### src/rtl/perf_counter_master_pkg.sv
// Shared constants, state and request encodings for the performance-counter master.
// The slave's register map is four words per section: time lo, time hi, event, control.
package perf_counter_pkg;

    localparam logic [3:0]  OFS_TIME_LO    = 4'd0;
    localparam logic [3:0]  OFS_TIME_HI    = 4'd1;
    localparam logic [3:0]  OFS_EVENT      = 4'd2;
    localparam logic [3:0]  SECTION_STRIDE = 4'd4;

    localparam logic [3:0]  STOP_OFS       = 4'd0;
    localparam logic [3:0]  GO_OFS         = 4'd1;
    localparam logic [31:0] CLR_DATA       = 32'd1;
    localparam logic [31:0] GO_STOP_DATA   = 32'd0;

    typedef enum logic [2:0] {
        IDLE  = 3'd0,
        WR    = 3'd1,
        RD    = 3'd2,
        RWAIT = 3'd3,
        OUT   = 3'd4
    } state_e;

    typedef enum logic [2:0] {
        REQ_NONE  = 3'd0,
        REQ_CLR   = 3'd1,
        REQ_STOP  = 3'd2,
        REQ_START = 3'd3,
        REQ_SNAP  = 3'd4
    } req_kind_e;

    // Index of the lowest set bit; zero when nothing is set.
    function automatic logic [1:0] lowest_set(input logic [3:0] vec);
        logic [1:0] idx;
        idx = 2'd0;
        for (int i = 3; i >= 0; i--) begin
            if (vec[i]) begin
                idx = 2'(i);
            end
        end
        return idx;
    endfunction

endpackage

### src/rtl/perf_counter_master_if.sv
// Avalon-MM bus between the performance-counter master and the counter control slave.
interface perf_counter_master_if;

    logic [3:0]  avm_address;
    logic        avm_read;
    logic        avm_write;
    logic [31:0] avm_writedata;
    logic        avm_waitrequest;
    logic [31:0] avm_readdata;
    logic        avm_readdatavalid;

    modport master (
        output avm_address, avm_read, avm_write, avm_writedata,
        input  avm_waitrequest, avm_readdata, avm_readdatavalid
    );

    modport slave (
        input  avm_address, avm_read, avm_write, avm_writedata,
        output avm_waitrequest, avm_readdata, avm_readdatavalid
    );

endinterface

### src/rtl/perf_counter_master_req_arbiter.sv
// Sticky pending request bits, fixed-priority request selection and the
// saturating count of requests that were coalesced into an already-pending bit.
module perf_req_arbiter
    import perf_counter_pkg::*;
#(
    parameter int NUM_SECTIONS = 4,
    parameter int DROP_W       = 16
) (
    input  logic                    clk,
    input  logic                    reset_n,
    input  logic [NUM_SECTIONS-1:0] sec_start,
    input  logic [NUM_SECTIONS-1:0] sec_stop,
    input  logic                    clear_all,
    input  logic                    snap_req,
    input  logic                    accept,
    output req_kind_e               sel_kind,
    output logic [1:0]              sel_sec,
    output logic [DROP_W-1:0]       drop_cnt
);

    localparam int NREQ = 2 * NUM_SECTIONS + 2;

    logic [NUM_SECTIONS-1:0] start_pend_r;
    logic [NUM_SECTIONS-1:0] stop_pend_r;
    logic                    clr_pend_r;
    logic                    snap_pend_r;
    logic [DROP_W-1:0]       drop_cnt_r;

    req_kind_e               sel_kind_s;
    logic [1:0]              sel_sec_s;
    logic [NUM_SECTIONS-1:0] sel_onehot_s;
    logic [NUM_SECTIONS-1:0] start_clr_s;
    logic [NUM_SECTIONS-1:0] stop_clr_s;
    logic                    clr_clr_s;
    logic                    snap_clr_s;
    logic [NREQ-1:0]         drop_bits_s;
    logic [3:0]              drop_inc_s;
    logic [DROP_W:0]         drop_sum_s;

    // Fixed priority: clear, then stops, then starts (lowest section first), then snapshot.
    always_comb begin
        sel_kind_s = REQ_NONE;
        sel_sec_s  = 2'd0;
        if (clr_pend_r) begin
            sel_kind_s = REQ_CLR;
        end else if (|stop_pend_r) begin
            sel_kind_s = REQ_STOP;
            sel_sec_s  = lowest_set(4'(stop_pend_r));
        end else if (|start_pend_r) begin
            sel_kind_s = REQ_START;
            sel_sec_s  = lowest_set(4'(start_pend_r));
        end else if (snap_pend_r) begin
            sel_kind_s = REQ_SNAP;
        end else begin
            sel_kind_s = REQ_NONE;
        end
    end

    // Bits retired this cycle and the pulses that collide with a still-pending bit.
    always_comb begin
        sel_onehot_s = '0;
        for (int s = 0; s < NUM_SECTIONS; s++) begin
            sel_onehot_s[s] = (sel_sec_s == 2'(s));
        end
        clr_clr_s  = accept && (sel_kind_s == REQ_CLR);
        snap_clr_s = accept && (sel_kind_s == REQ_SNAP);
        // A global clear makes every outstanding go/stop obsolete.
        if (clr_clr_s) begin
            stop_clr_s  = '1;
            start_clr_s = '1;
        end else begin
            stop_clr_s  = (accept && (sel_kind_s == REQ_STOP))  ? sel_onehot_s : '0;
            start_clr_s = (accept && (sel_kind_s == REQ_START)) ? sel_onehot_s : '0;
        end
        drop_bits_s = {clear_all & clr_pend_r & ~clr_clr_s,
                       snap_req  & snap_pend_r & ~snap_clr_s,
                       sec_start & start_pend_r & ~start_clr_s,
                       sec_stop  & stop_pend_r  & ~stop_clr_s};
        drop_inc_s = 4'd0;
        for (int i = 0; i < NREQ; i++) begin
            drop_inc_s = drop_inc_s + {3'd0, drop_bits_s[i]};
        end
        drop_sum_s = {1'b0, drop_cnt_r} + (DROP_W+1)'(drop_inc_s);
    end

    // Pending bit and drop counter state.
    always_ff @(posedge clk or negedge reset_n) begin
        if (!reset_n) begin
            start_pend_r <= '0;
            stop_pend_r  <= '0;
            clr_pend_r   <= 1'b0;
            snap_pend_r  <= 1'b0;
            drop_cnt_r   <= '0;
        end else begin
            start_pend_r <= (start_pend_r & ~start_clr_s) | sec_start;
            stop_pend_r  <= (stop_pend_r & ~stop_clr_s) | sec_stop;
            clr_pend_r   <= (clr_pend_r & ~clr_clr_s) | clear_all;
            snap_pend_r  <= (snap_pend_r & ~snap_clr_s) | snap_req;
            drop_cnt_r   <= drop_sum_s[DROP_W] ? '1 : drop_sum_s[DROP_W-1:0];
        end
    end

    assign sel_kind = sel_kind_s;
    assign sel_sec  = sel_sec_s;
    assign drop_cnt = drop_cnt_r;

endmodule

### src/rtl/perf_counter_master.sv
// Avalon-MM master that turns section start/stop/clear pulses into control writes
// and streams a full readback of every section's counters on request.
module perf_counter_master
    import perf_counter_pkg::*;
#(
    parameter int NUM_SECTIONS = 4,
    parameter int DROP_W       = 16
) (
    input  logic                     clk,
    input  logic                     reset_n,
    input  logic [NUM_SECTIONS-1:0]  sec_start,
    input  logic [NUM_SECTIONS-1:0]  sec_stop,
    input  logic                     clear_all,
    input  logic                     snap_req,
    output logic                     snap_busy,
    perf_counter_master_if.master    avm,
    output logic                     res_valid,
    input  logic                     res_ready,
    output logic [31:0]              res_data,
    output logic [3:0]               res_index,
    output logic                     res_last,
    output logic [DROP_W-1:0]        drop_cnt
);

    localparam logic [3:0] LAST_BASE = 4'(int'(SECTION_STRIDE) * (NUM_SECTIONS - 1));

    state_e      state_r;
    logic [3:0]  avm_address_r;
    logic        avm_read_r;
    logic        avm_write_r;
    logic [31:0] avm_writedata_r;
    logic        res_valid_r;
    logic        res_last_r;
    logic [31:0] res_data_r;
    logic [3:0]  res_index_r;
    logic        snap_busy_r;
    logic [3:0]  base_r;
    logic [3:0]  ofs_r;

    req_kind_e   sel_kind_s;
    logic [1:0]  sel_sec_s;
    logic        accept_s;
    logic        last_word_s;

    perf_req_arbiter #(
        .NUM_SECTIONS (NUM_SECTIONS),
        .DROP_W       (DROP_W)
    ) u_arb (
        .clk       (clk),
        .reset_n   (reset_n),
        .sec_start (sec_start),
        .sec_stop  (sec_stop),
        .clear_all (clear_all),
        .snap_req  (snap_req),
        .accept    (accept_s),
        .sel_kind  (sel_kind_s),
        .sel_sec   (sel_sec_s),
        .drop_cnt  (drop_cnt)
    );

    assign accept_s    = (state_r == IDLE) && (sel_kind_s != REQ_NONE);
    assign last_word_s = (base_r == LAST_BASE) && (ofs_r == OFS_EVENT);

    // Bus FSM: one write or one read in flight, result word held until consumed.
    always_ff @(posedge clk or negedge reset_n) begin
        if (!reset_n) begin
            state_r         <= IDLE;
            avm_address_r   <= 4'd0;
            avm_read_r      <= 1'b0;
            avm_write_r     <= 1'b0;
            avm_writedata_r <= 32'd0;
            res_valid_r     <= 1'b0;
            res_last_r      <= 1'b0;
            res_data_r      <= 32'd0;
            res_index_r     <= 4'd0;
            snap_busy_r     <= 1'b0;
            base_r          <= 4'd0;
            ofs_r           <= 4'd0;
        end else begin
            case (state_r)
                IDLE: begin
                    case (sel_kind_s)
                        REQ_CLR: begin
                            avm_write_r     <= 1'b1;
                            avm_address_r   <= 4'd0;
                            avm_writedata_r <= CLR_DATA;
                            state_r         <= WR;
                        end
                        REQ_STOP: begin
                            avm_write_r     <= 1'b1;
                            avm_address_r   <= {sel_sec_s, 2'b00} + STOP_OFS;
                            avm_writedata_r <= GO_STOP_DATA;
                            state_r         <= WR;
                        end
                        REQ_START: begin
                            avm_write_r     <= 1'b1;
                            avm_address_r   <= {sel_sec_s, 2'b00} + GO_OFS;
                            avm_writedata_r <= GO_STOP_DATA;
                            state_r         <= WR;
                        end
                        REQ_SNAP: begin
                            avm_read_r    <= 1'b1;
                            avm_address_r <= OFS_TIME_LO;
                            base_r        <= 4'd0;
                            ofs_r         <= OFS_TIME_LO;
                            snap_busy_r   <= 1'b1;
                            state_r       <= RD;
                        end
                        default: begin
                            state_r <= IDLE;
                        end
                    endcase
                end
                WR: begin
                    if (!avm.avm_waitrequest) begin
                        avm_write_r <= 1'b0;
                        state_r     <= IDLE;
                    end
                end
                RD: begin
                    if (!avm.avm_waitrequest) begin
                        avm_read_r <= 1'b0;
                        state_r    <= RWAIT;
                    end
                end
                RWAIT: begin
                    if (avm.avm_readdatavalid) begin
                        res_data_r  <= avm.avm_readdata;
                        res_index_r <= avm_address_r;
                        res_valid_r <= 1'b1;
                        res_last_r  <= last_word_s;
                        state_r     <= OUT;
                    end
                end
                OUT: begin
                    if (res_ready) begin
                        res_valid_r <= 1'b0;
                        res_last_r  <= 1'b0;
                        if (res_last_r) begin
                            snap_busy_r <= 1'b0;
                            state_r     <= IDLE;
                        end else begin
                            // Sections are strided by four words; the control word is skipped.
                            if (ofs_r == OFS_EVENT) begin
                                base_r        <= base_r + SECTION_STRIDE;
                                ofs_r         <= OFS_TIME_LO;
                                avm_address_r <= base_r + SECTION_STRIDE;
                            end else begin
                                ofs_r         <= ofs_r + 4'd1;
                                avm_address_r <= base_r + ofs_r + 4'd1;
                            end
                            avm_read_r <= 1'b1;
                            state_r    <= RD;
                        end
                    end
                end
                default: begin
                    state_r <= IDLE;
                end
            endcase
        end
    end

    assign avm.avm_address   = avm_address_r;
    assign avm.avm_read      = avm_read_r;
    assign avm.avm_write     = avm_write_r;
    assign avm.avm_writedata = avm_writedata_r;
    assign res_valid         = res_valid_r;
    assign res_last          = res_last_r;
    assign res_data          = res_data_r;
    assign res_index         = res_index_r;
    assign snap_busy         = snap_busy_r;

endmodule

### src/flat_wrapper.sv
// flat-port wrapper written by rule: the top's interface ports become plain ports
module perf_counter_master_flat import perf_counter_pkg::*;
#(
    parameter int NUM_SECTIONS = 4,
    parameter int DROP_W       = 16
)
  (clk, reset_n, sec_start, sec_stop, clear_all, snap_req, snap_busy, res_valid, res_ready, res_data, res_index, res_last, drop_cnt, avm_avm_address, avm_avm_read, avm_avm_write, avm_avm_writedata, avm_avm_waitrequest, avm_avm_readdata, avm_avm_readdatavalid);
  perf_counter_master_if avm_i ();
  input  logic clk;
  input  logic reset_n;
  input  logic [NUM_SECTIONS-1:0] sec_start;
  input  logic [NUM_SECTIONS-1:0] sec_stop;
  input  logic clear_all;
  input  logic snap_req;
  output logic snap_busy;
  output logic res_valid;
  input  logic res_ready;
  output logic [31:0] res_data;
  output logic [3:0] res_index;
  output logic res_last;
  output logic [DROP_W-1:0] drop_cnt;
  output wire logic [$bits(avm_i.avm_address)-1:0] avm_avm_address;
  output wire logic [$bits(avm_i.avm_read)-1:0] avm_avm_read;
  output wire logic [$bits(avm_i.avm_write)-1:0] avm_avm_write;
  output wire logic [$bits(avm_i.avm_writedata)-1:0] avm_avm_writedata;
  input wire logic [$bits(avm_i.avm_waitrequest)-1:0] avm_avm_waitrequest;
  input wire logic [$bits(avm_i.avm_readdata)-1:0] avm_avm_readdata;
  input wire logic [$bits(avm_i.avm_readdatavalid)-1:0] avm_avm_readdatavalid;
  assign avm_avm_address = avm_i.avm_address;
  assign avm_avm_read = avm_i.avm_read;
  assign avm_avm_write = avm_i.avm_write;
  assign avm_avm_writedata = avm_i.avm_writedata;
  assign avm_i.avm_waitrequest = avm_avm_waitrequest;
  assign avm_i.avm_readdata = avm_avm_readdata;
  assign avm_i.avm_readdatavalid = avm_avm_readdatavalid;
  perf_counter_master #(.NUM_SECTIONS(NUM_SECTIONS), .DROP_W(DROP_W)) u_core (.clk(clk), .reset_n(reset_n), .sec_start(sec_start), .sec_stop(sec_stop), .clear_all(clear_all), .snap_req(snap_req), .snap_busy(snap_busy), .avm(avm_i), .res_valid(res_valid), .res_ready(res_ready), .res_data(res_data), .res_index(res_index), .res_last(res_last), .drop_cnt(drop_cnt));
endmodule
### config.mk
export PLATFORM = sky130hd
export DESIGN_NAME = perf_counter_master_flat
export DESIGN_NICKNAME = d
export VERILOG_FILES = /design/src/rtl/perf_counter_master_pkg.sv /design/src/rtl/perf_counter_master_if.sv /design/src/rtl/perf_counter_master_req_arbiter.sv /design/src/rtl/perf_counter_master.sv /design/src/flat_wrapper.sv
export SDC_FILE = /design/constraint.sdc
export NUM_CORES = 1
export LEC_CHECK = 0
export ABC_AREA = 1
export ABC_CLOCK_PERIOD_IN_PS = 7600
export BUFFER_PORTS_ARGS = -buffer_cell sky130_fd_sc_hd__buf_2
export CORE_ASPECT_RATIO = 1.2
export CORE_MARGIN = 3
export CORE_UTILIZATION = 55
export CTS_CLUSTER_DIAMETER = 120
export DETAILED_ROUTE_END_ITERATION = 10
export PLACE_DENSITY = 0.92
export SETUP_SLACK_MARGIN = 0.2
export SLEW_MARGIN = 5
export SYNTH_ARGS = -nofsm -noshare
export SYNTH_HDL_FRONTEND = slang
export SYNTH_SLANG_ARGS = --single-unit
### constraint.sdc
create_clock -name clk -period 7.6 [get_ports clk]
set_input_delay 1.52 -clock clk [delete_from_list [all_inputs] [get_ports clk]]
set_output_delay 1.52 -clock clk [all_outputs]
set_load 0.02 [all_outputs]
==> results.cfg <==
[outcome]
outcome = completed

[critical_path]
slowest_stage = fa_1
r2r_slack_ps = 2490
cp_max_fo = 14
reg2regPathDepth = 21
cp.arrival_ps = 5310
path_delay_family = adder cells
start_kind = register
reg2reg_from = u_core.state_r[1]$_DFFE_PN0P_
required_ps = 7810
crit_type = reg2reg
worstSetupEndpointType = register
max_stage_delay_ps = 530
rr_endpoint = u_core.u_arb.drop_cnt[8]$_DFF_PN0_
critical_path_buf_inv_count = 5
path_cells = inv_1 > nand2_1 > nor2_4 > nand3_1 > inv_1 > nand3_1 > nand2_1 > nor2_1 > fa_1 > inv_1 > fa_1 > inv_1 > fa_1 > fa_1 > fa_1 > nand3_1 > nand2_1 > nand2_1 > inv_1 > nand2_1 > nand3_1

[clock_tree]
cts_root_buf = clkbuf_8
cts_setup_buffers = 0
htreeDepth = 3
clockBufferDepth = 2
cts_tree = yes
cts_hold_buffers = 0
clk_latency_ps = 350
clk_pin_slew_worst_paths_ps = 90
cts_buffers = 9
cts_resized = 0
cts.sinks = 81

[pwr]
p_total_mw = 2.38
share_comb_of_total_power = 0.549
vdd_drop_max_uv = 620
power.density_nw_per_um2 = 451
swShare = 0.442
p_leak_nw = 3.04
internal_power_mw = 1.33
clkPwrFrac = 0.148
net-switching-power_mw = 1.05
pwr-share-seq = 0.303

[place]
gp_congestion = 0.898
io_buffers = 108
dpl_cell_area_um2 = 5050
place_hpwl_um = 7400
placedCellCount = 684

[finish]
multi_input_area_um2 = 2140
register_area_um2 = 2030
drive_gt1_frac = 0.283
final_cell_area_um2 = 5270
post-route-util = 0.669
fillCellCount = 624
num_antenna_cells = 0
area_delta_synth_final_pct = 15.3
finalNonFillerCells = 700
nets = 668

[synth]
async_reset_ff_frac = 1.00
synth_cell_types = 33
syn_area_per_cell_um2 = 9.29
synth-edff-count = 0
synth_ff_type = dfrtp_1
synth_warnings = 0
syn_inst = 492
ys_ff_latch = 81
syn_area_um2 = 4570
ys_seq_area_frac = 0.443

[global_route]
grt.overflow.total = 0
grt_max_degree = 82
grt_usage = 0.207
antenna_found_initial = 0
grt_pass1_wl_um = 15400
grt_pass1_vias = 3366

[floorplanning]
core_um2 = 7880
die_w_um = 89.2
start_util = 0.580
die_height_um = 106
row_count = 35
die-area_um2 = 9440
ioPinCount = 140

[sta]
hold_viol = 0
max_slew.worst_pin.slew_ps = 1230
drv_slew = 0
finClkSkew_ps = 12.3
period_share = 0.672
max_freq_ghz = 0.196
setup_violations = 0
rsz0062_at_grt = false
layout_min_cycle_time_ps = 5110
setup_tns_ps = 0
slew_headroom = 0.177

[drt]
detail-route-antenna-nets = 0
drc = 0
drt_iter0_markers = 139
drt_pre_antenna_iters = 5
viasPerCell = 5.07
wl_um = 9720
num_vias = 3549
wl_per_cell_um = 13.9

[hold_path]
hold_depth = 2
hold_class = reg2reg
worstHoldStart = u_core.res_valid$_DFFE_PN0P_
hold_end = u_core.res_valid$_DFFE_PN0P_

[job]
drv_cap = 0
sequential cells by signal, indices dropped and copies added, names as in the netlist:
register                   cells
u_core.res_data               32
u_core.u_arb.drop_cnt         16
u_core.avm.avm_address         4
u_core.ofs_r                   4
u_core.res_index               4
u_core.u_arb.start_pend_r      4
u_core.u_arb.stop_pend_r       4
u_core.state_r                 3
u_core.base_r                  2
u_core.avm.avm_read            1
u_core.avm.avm_write           1
u_core.avm.avm_writedata       1
u_core.res_last                1
u_core.res_valid               1
u_core.snap_busy               1
u_core.u_arb.clr_pend_r        1
u_core.u_arb.snap_pend_r       1
layout make-up:
class	count	area share
Sequential cell	81	0.385
Timing Repair Buffer	108	0.103
Inverter	60	0.0427
Tap cell	92	0.0218
Multi-Input combinational cell	343	0.405
Clock inverter	7	0.0190
Clock buffer	9	0.0235
Yosys cell counts (2+ instances only):
master    count  area [um2]
dfrtp_1      81        2030
a21oi_1       7        35.0
nor2_1       29         109
buf_6         4        45.0
nor2_4        2        22.5
ha_1         11         138
o21ai_1       2        10.0
o21bai_1      2        15.0
nand4_1       8        50.1
o21ai_0      11        55.1
nand2_1     130         488
nor3_1        4        20.0
mux2_4       36         541
xor2_1        5        43.8
nand2_2       4        25.0
inv_1        59         221
buf_4        32         240
nand3b_1      6        45.0
fa_1          7         140
nand3_1      37         185
or2_2         3        18.8
cells in the final DEF, fill, tap and decap left out, drive strengths merged, types with 3 or more instances in the layout:
| master | instances |
|---|---|
| inv | 62 |
| clkbuf | 9 |
| conb | 31 |
| nor2 | 31 |
| ha | 11 |
| nand3 | 37 |
| a21oi | 8 |
| dfrtp | 81 |
| fa | 7 |
| clkinv | 3 |
| nand2 | 135 |
| o21ai | 13 |
| xor2 | 5 |
| buf | 108 |
| or2 | 4 |
| mux2 | 36 |
| nand4 | 8 |
| nor3 | 5 |
| nand3b | 6 |
how the worst max path moves through the flow:
stage                     slack [ps]                                   to                           from  cells after the start
after global placement          2340   u_core.u_arb.drop_cnt[8]$_DFF_PN0_                    sec_stop[0]                     16
after CTS                       2490   u_core.u_arb.drop_cnt[9]$_DFF_PN0_  u_core.state_r[1]$_DFFE_PN0P_                     21
after detailed placement        2170   u_core.u_arb.drop_cnt[8]$_DFF_PN0_                    sec_stop[0]                     16
after floorplan                 2640  u_core.u_arb.drop_cnt[13]$_DFF_PN0_                    sec_stop[0]                     16
final                           2490   u_core.u_arb.drop_cnt[8]$_DFF_PN0_  u_core.state_r[1]$_DFFE_PN0P_                     21
after global routing            2160  u_core.u_arb.drop_cnt[15]$_DFF_PN0_  u_core.state_r[1]$_DFFE_PN0P_                     21
power groups by stage:
stage / clock network (mW) / logic (mW) / registers, mW
2_1_floorplan: 0 / 0.824 / 0.864
3_3_place_gp: 0 / 1.24 / 0.711
3_5_place_dp: 0 / 1.31 / 0.726
4_1_cts: 0.360 / 1.32 / 0.718
5_1_grt: 0.374 / 1.45 / 0.743
6_report: 0.352 / 1.31 / 0.720
kinds of logic after synthesis:
logic type               count (synthesis)  synth area share
AND/OR/NAND/NOR                        227             0.220
buffers and inverters                   98             0.114
flip-flops                              81             0.443
multiplexers                            36             0.118
AO/OA/AOI/OAI                           25            0.0320
adder cells (fa/ha/maj)                 18            0.0608
XOR/XNOR                                 6            0.0115
other                                    1          0.000820
per-layer routing:
layer,wire length (um),up-vias,track usage
li1,-,1713,-
met1,3880,1684,0.248
met2,5170,146,0.368
met3,591,6,0.0344
met4,77,0,0.0660
met5,0,-,0
tightest hold or removal path, cell delays in order (launching register included):
cell and delay, ps:
dfrtp_1 350, nand2_1 60, nand2_1 50
per-stage QoR:
step / setup slack (ps) / hold WS, ps
detailed placement: 2170 / 470
finish: 2490 / 487
global placement: 2340 / 458
global route: 2160 / 515
CTS: 2490 / 489
floorplan: 2640 / 475
No activity file was read; power rests on OpenSTA's default activity.
